$ cat src/rtl/tuning_code_engine.sv
// MIDI note to NCO tuning-code engine with per-voice portamento.
// Notes are octave-normalised into a top-octave table, then shifted down.
module tuning_code_engine #(
    parameter int VOICES      = 4,
    parameter int CODE_W      = 32,
    parameter int GLIDE_SHIFT = 4
) (
    input  logic                     i_clk,
    input  logic                     i_rst,
    input  logic                     note_valid,
    output logic                     note_ready,
    input  logic [3:0]               note_voice,
    input  logic [6:0]               note_num,
    input  logic                     glide_en,
    input  logic                     tick,
    output logic                     upd_valid,
    output logic [3:0]               upd_voice,
    output logic [VOICES*CODE_W-1:0] code_out
);

    typedef enum logic [1:0] {IDLE, NORM, LOAD} state_t;

    localparam logic [CODE_W:0] THRESH = (CODE_W+1)'(1) << GLIDE_SHIFT;

    state_t state, state_nx;

    logic [7:0]  n;
    logic [3:0]  sh;
    logic [3:0]  voice;
    logic        voice_ok;
    logic [20:0] top;
    logic [CODE_W-1:0] load_val;

    logic [VOICES-1:0][CODE_W-1:0] tgt;
    logic [VOICES-1:0][CODE_W-1:0] cur;
    logic [VOICES-1:0][CODE_W-1:0] glide_nx;
    logic signed [CODE_W:0] d   [VOICES];
    logic signed [CODE_W:0] mag [VOICES];

    always_ff @(posedge i_clk or posedge i_rst) begin
        if (i_rst) state <= IDLE;
        else       state <= state_nx;
    end

    always_comb begin
        state_nx = state;
        case (state)
            IDLE:    if (note_valid) state_nx = NORM;
            NORM:    if (n >= 8'd120) state_nx = LOAD;
            LOAD:    state_nx = IDLE;
            default: state_nx = IDLE;
        endcase
    end

    always_comb begin
        note_ready = (state == IDLE);
    end

    assign voice_ok = {1'b0, voice} < 5'(VOICES);

    // Raise the note by octaves until it lands in the table octave,
    // counting how many halvings the table entry then needs.
    always_ff @(posedge i_clk or posedge i_rst) begin
        if (i_rst) begin
            n     <= '0;
            sh    <= '0;
            voice <= '0;
        end else if (state == IDLE && note_valid) begin
            n     <= {1'b0, note_num};
            sh    <= '0;
            voice <= note_voice;
        end else if (state == NORM && n < 8'd120) begin
            n     <= n + 8'd12;
            sh    <= sh + 4'd1;
        end
    end

    always_ff @(posedge i_clk or posedge i_rst) begin
        if (i_rst) begin
            upd_valid <= 1'b0;
            upd_voice <= '0;
        end else begin
            upd_valid <= (state == LOAD) && voice_ok;
            if (state == LOAD && voice_ok) upd_voice <= voice;
        end
    end

    always_comb begin
        case (n)
            8'd120:  top = 21'd749115;
            8'd121:  top = 21'd793660;
            8'd122:  top = 21'd840853;
            8'd123:  top = 21'd890853;
            8'd124:  top = 21'd943826;
            8'd125:  top = 21'd999948;
            8'd126:  top = 21'd1059409;
            8'd127:  top = 21'd1122404;
            8'd128:  top = 21'd1189146;
            8'd129:  top = 21'd1259856;
            8'd130:  top = 21'd1334770;
            8'd131:  top = 21'd1414140;
            default: top = 21'd0;
        endcase
        load_val = CODE_W'(top) >> sh;
    end

    always_comb begin
        for (int v = 0; v < VOICES; v++) begin
            d[v]   = $signed({1'b0, tgt[v]}) - $signed({1'b0, cur[v]});
            mag[v] = d[v][CODE_W] ? -d[v] : d[v];
            if ($unsigned(mag[v]) < THRESH) glide_nx[v] = tgt[v];
            else glide_nx[v] = cur[v] + CODE_W'(d[v] >>> GLIDE_SHIFT);
        end
    end

    // A coincident tick glides toward the old target unless the load jumps.
    always_ff @(posedge i_clk or posedge i_rst) begin
        if (i_rst) begin
            tgt <= '0;
            cur <= '0;
        end else begin
            for (int v = 0; v < VOICES; v++) begin
                if (state == LOAD && voice == 4'(v)) begin
                    tgt[v] <= load_val;
                    if (!glide_en) cur[v] <= load_val;
                    else if (tick) cur[v] <= glide_nx[v];
                end else if (tick) begin
                    cur[v] <= glide_en ? glide_nx[v] : tgt[v];
                end
            end
        end
    end

    assign code_out = cur;

endmodule
$ cat config.mk
export PLATFORM = sky130hd
export DESIGN_NAME = tuning_code_engine
export DESIGN_NICKNAME = d
export VERILOG_FILES = /design/src/rtl/tuning_code_engine.sv
export SDC_FILE = /design/constraint.sdc
export NUM_CORES = 1
export LEC_CHECK = 0
export CAP_MARGIN = 40
export CORE_MARGIN = 8
export CORE_UTILIZATION = 40
export DETAILED_ROUTE_END_ITERATION = 10
export PLACE_DENSITY = 0.58
export SLEW_MARGIN = 20
export SYNTH_ARGS = -nofsm -noshare
export SYNTH_HDL_FRONTEND = slang
export SYNTH_SLANG_ARGS = --single-unit
$ cat constraint.sdc
create_clock -name i_clk -period 20.6 [get_ports i_clk]
set_input_delay 5.15 -clock i_clk [delete_from_list [all_inputs] [get_ports i_clk]]
set_output_delay 5.15 -clock i_clk [all_outputs]
set_load 0.01 [all_outputs]
# Word-level counts from Yosys, hierarchy flattened
# Index checks and enable logic that the tools add are counted.
# totals
regBits	279
latch_bits	0
mem_bits_rw	0
mem_bits_ro	0
in_bits	16
out_inout_bits	134
word_cells	111
memories	0
# classes
addsub	14
multipliers	0
n_div	0
magnitude_cmp	7
eq_ne	20
shift	1
muxes	36
bitwise	0
reduce_logical	19
# op_table
operator	n
32-bit two-way mux	24
21-bit case mux with 12 select lines	1
33-bit by 5-bit less-than comparator with 1-bit output (second input constant)	4
33-bit two-way mux	4
33-bit negator	4
32-bit by 32-bit subtractor with 33-bit output	4
32-bit adder	4
8-bit by 7-bit == test with 1-bit output (second input constant)	8
8-bit == test (second input constant)	4
21-bit by 4-bit >> shifter with 32-bit output	1
8-bit two-way mux	2
2-bit AND reduction	5
2-bit nonzero test	5
8-bit by 4-bit adder with 8-bit output (second input constant)	1
4-bit by 2-bit == test with 1-bit output (second input constant)	2
8-bit by 7-bit >= comparator with 1-bit output (second input constant)	1
8-bit by 7-bit less-than comparator with 1-bit output (second input constant)	1
4-bit two-way mux	2
1-bit logical AND	7
4-bit by 1-bit adder with 4-bit output (second input constant)	1
4-bit by 1-bit == test with 1-bit output (second input constant)	1
4-bit logical NOT	1
4-bit by 3-bit less-than comparator with 1-bit output (second input constant)	1
2-bit two-way mux	2
6 further kinds	7

# Depth between registers and ports, before layout
# logic_depth
word_depth	8
ltp_mapped	25
ltp_nobuf	25

# Worst setup path before layout
# No wires, ideal clock.
# synth_path
path_type	in2reg
from	in glide_en
to	reg cur (netlist bit code_out[100])
setup_ns	0.078
arrival_ns	6.557
required_ns	20.522
path_slack_ns	13.966
path_stages	8
n_path_buf	3
path_cell_list	clkbuf_1 -> nor2_1 -> or2_2 -> nand2b_1 -> buf_1 -> clkbuf_1 -> o22ai_1 -> a21oi_1
# synth_between
elab_chain_cells	3
word_cells_on_any_way	6
classes_between	1 x eq/ne; 4 x mux; 1 x reduce/logical
# synth_lines
item	line	source
from (decl)	14	input logic glide_en,
32-bit two-way mux	128	cur[v] <= glide_en ? glide_nx[v] : tgt[v];
32-bit two-way mux	127	end else if (tick) begin
32-bit two-way mux	123	if (state == LOAD && voice == 4'(v)) begin
to (signal, indexed assignment)	125	if (!glide_en) cur[v] <= load_val;
to (signal, indexed assignment)	126	else if (tick) cur[v] <= glide_nx[v];
to (signal, indexed assignment)	128	
to (decl)	35	logic [VOICES-1:0][CODE_W-1:0] cur;
# Parallel ways exist; a longest one is shown, timed or not. The select of a mux whose other input is x is not followed.
# A chain may end at the register's enable or synchronous reset.

# Worst setup path after layout
# layout_path
from	in glide_en
to	reg cur (netlist bit code_out[31])
# The elaborated chain is that of the path after synthesis.

==> results.py <==
metrics = {
    "floorplanning": {
        "coreArea_mm2": 0.0653,
        "dieWidth_um": 272,
        "initial_utilization": 0.401,
        "ioPinCount": 150,
        "die_y_um": 272,
        "num_rows": 94,
        "fp.dieArea_mm2": 0.0739,
    },
    "grt": {
        "grt_overflow_total": 0,
        "antenna_found_initial": 0,
        "track_usage": 0.219,
        "grt_pass1_wl_mm": 135,
        "grt_pass1_vias": 24000,
        "grt_max_degree": 98,
    },
    "drt": {
        "firstDrtPassIters": 6,
        "drc_errors": 0,
        "first_iter_violations": 2051,
        "vias": 25300,
        "via_per_inst": 5.88,
        "drtAntennaViolNets": 0,
        "routed_wl_mm": 84.5,
        "wl_per_cell_um": 19.7,
    },
    "cts": {
        "cts_tree": "built",
        "numCtsBuffers": 30,
        "post_cts_buffers": 0,
        "hold_buffers": 0,
        "cts_resized": 0,
        "htree_levels": 1,
        "clock_latency_ns": 0.60,
        "clock_path_buffers": 3,
        "path_clk_slew_ns": 0.07,
        "clockRootBuffer": "clkbuf_16",
        "cts.sinks": 235,
    },
    "sta": {
        "hold_violations": 0,
        "tns_ns": 0,
        "timing.fmax_mhz": 137,
        "clock_skew_ns": 0.0385,
        "final_max_slew_viol_count": 0,
        "finalCriticalPeriod_ns": 7.29,
        "setup_viol": 0,
        "rsz0062_at_grt": "false",
        "tightest_slew_ns": 0.851,
        "setup_ws_ns": 13.32,
        "period_share": 0.354,
        "fin_hold_ws_ns": 0.472,
        "maxSlewHeadroom": 0.429,
    },
    "yosys": {
        "ys_types": 110,
        "synth_top_area_frac": 0.224,
        "yosysSeqAreaShare": 0.224,
        "synth_seq_cells": 235,
        "synth_edf_count": 0,
        "ys.flop_type": "dfrtp_1",
        "synthCells": 3332,
        "syn-num-nets": 3569,
        "synth_common_cells": "a21oi_1 (308), nand2_1 (296), nor2_1 (246)",
        "synth_area_mm2": 0.0262,
        "synthArstFlopShare": 1.00,
        "post-synth-top-count-cell": "a21oi_1",
        "avgSynthCellArea_um2": 7.86,
        "netlist_top_cells_area": "dfrtp_1 (22%), ha_1 (10%), a21oi_1 (5.9%), xnor2_1 (4.5%), nand2_1 (4.2%)",
        "yosys_warnings": 0,
        "synth_top_area_cell": "dfrtp_1",
    },
    "worst_setup_path": {
        "timing.reg2reg.setup_slack_ns": 14.05,
        "critPathMaxFanout": 51,
        "critPathLaunchType": "input pin",
        "crit_start": "glide_en",
        "timing.rr.start": "code_out[40]",
        "endpoint_kind": "flip-flop",
        "r2r_cells": 21,
        "path_class": "in2reg",
        "cp.required_ns": 21.12,
        "endpoint": "code_out[31]",
        "cp_data_arrival_time_ns": 7.80,
        "r2r_end": "code_out[63]",
    },
    "place": {
        "io_buffers": 149,
        "gp_congestion": 0.921,
        "dp_hpwl_mm": 66.1,
        "pre_cts_ws_ns": 12.75,
    },
    "outcome": {
        "status": "completed",
    },
    "finish": {
        "fin_nets": 3649,
        "drive_gt1_frac": 0.0646,
        "ff_latch_area_mm2": 0.00588,
        "syn_to_final_growth_pct": 13.2,
        "multi_input_area_mm2": 0.0190,
        "final.fill_count": 6592,
    },
    "run": {
        "maxCapViolCount": 0,
    },
    "hold_path": {
        "worst_hold_path_type": "reg2reg",
    },
}
[layout make-up]
type / count / area share
clock buffer: 41 / 0.0287
timing repair buffer: 189 / 0.0630
tap: 864 / 0.0365
antenna: 1 / 0.0000844
sequential: 235 / 0.198
inverter: 196 / 0.0251
clock inverter: 14 / 0.00675
multi-input combinational: 2760 / 0.641
[cells in the final DEF, fill, tap and decap left out, types with 21 or more instances in the layout]
| cell | netlist | final |
|---|---|---|
| nor2_1 | 246 | 246 |
| a21o_1 | 86 | 86 |
| nand2b_1 | 49 | 49 |
| nand3_1 | 79 | 79 |
| or3_1 | 40 | 40 |
| clkbuf_16 | 0 | 30 |
| nand2_1 | 296 | 296 |
| nand4_1 | 23 | 23 |
| a22o_1 | 33 | 33 |
| o21a_1 | 42 | 42 |
| o211ai_1 | 27 | 27 |
| xor2_1 | 59 | 59 |
| and3_1 | 29 | 29 |
| and2_1 | 42 | 41 |
| a21oi_1 | 308 | 308 |
| nor2b_1 | 34 | 34 |
| a211o_1 | 21 | 21 |
| clkdlybuf4s50_1 | 0 | 149 |
| o21bai_1 | 34 | 34 |
| dfrtp_1 | 235 | 235 |
| a31oi_1 | 37 | 37 |
| mux2i_1 | 106 | 106 |
| buf_4 | 3 | 30 |
| inv_1 | 191 | 190 |
| mux2_2 | 51 | 51 |
| o22ai_1 | 80 | 80 |
| xnor2_1 | 134 | 134 |
| nor3_1 | 88 | 87 |
| ha_1 | 213 | 213 |
| o21ai_0 | 179 | 179 |
| or2_2 | 25 | 25 |
| nor4_1 | 31 | 31 |
| a211oi_1 | 49 | 49 |
[cells by family (layout without fill, tap and decap cells)]
family,count (synthesis),after routing,synth area share
xor+xnor,193,193,0.0645
other cells,0,1,0
simple gates,1059,1059,0.202
fa+ha+maj,221,221,0.108
mux,161,161,0.0647
compound gates,1126,1126,0.287
flops,235,235,0.224
buf+inv,337,440,0.0502
[state kept, by name (all words and copies together) (netlist names)]
signal     flops
code_out     128
n              8
sh             4
state          2
tgt           84
upd_valid      1
upd_voice      4
voice          4
[layer usage]
metal / global-route usage / wire length (µm) / up-vias / share of wire
li1: - / - / 12500 / -
met3: 0.0228 / 4370 / 116 / 0.052
met2: 0.348 / 37300 / 672 / 0.44
met4: 0.0555 / 2260 / 0 / 0.027
met1: 0.315 / 40700 / 11900 / 0.48
met5: 0 / 0 / - / 0
[worst min-delay path by stage]
| stage | start | to | slack, ns | cells after the start |
|---|---|---|---|---|
| 2_1_floorplan | voice[2] | voice[2] | 0.44 | 2 |
| 3_3_place_gp | voice[2] | voice[2] | 0.46 | 2 |
| 3_5_place_dp | voice[3] | voice[3] | 0.46 | 2 |
| 4_1_cts | voice[3] | voice[3] | 0.48 | 2 |
| 5_1_grt | voice[3] | voice[3] | 0.51 | 2 |
| 6_report | voice[3] | voice[3] | 0.47 | 2 |
[critical path: stages]
cell,delay (ns)
clkdlybuf4s50_1,0.45
buf_4,0.25
and2_2,0.52
buf_4,0.62
and2_1,0.52
a31o_2,0.23
[metrics by stage]
stage               cells  utilization  cell area (µm²)
CTS                  4293        0.453            29600
global route         4299        0.454            29600
finish               4300        0.454            29600
global placement     4227        0.435            28400
detailed placement   4238        0.437            28500
floorplan            3332            -            26200
Power is not shown: default switching activity piles up to over one toggle a cycle in this logic, so the estimate is an artifact.
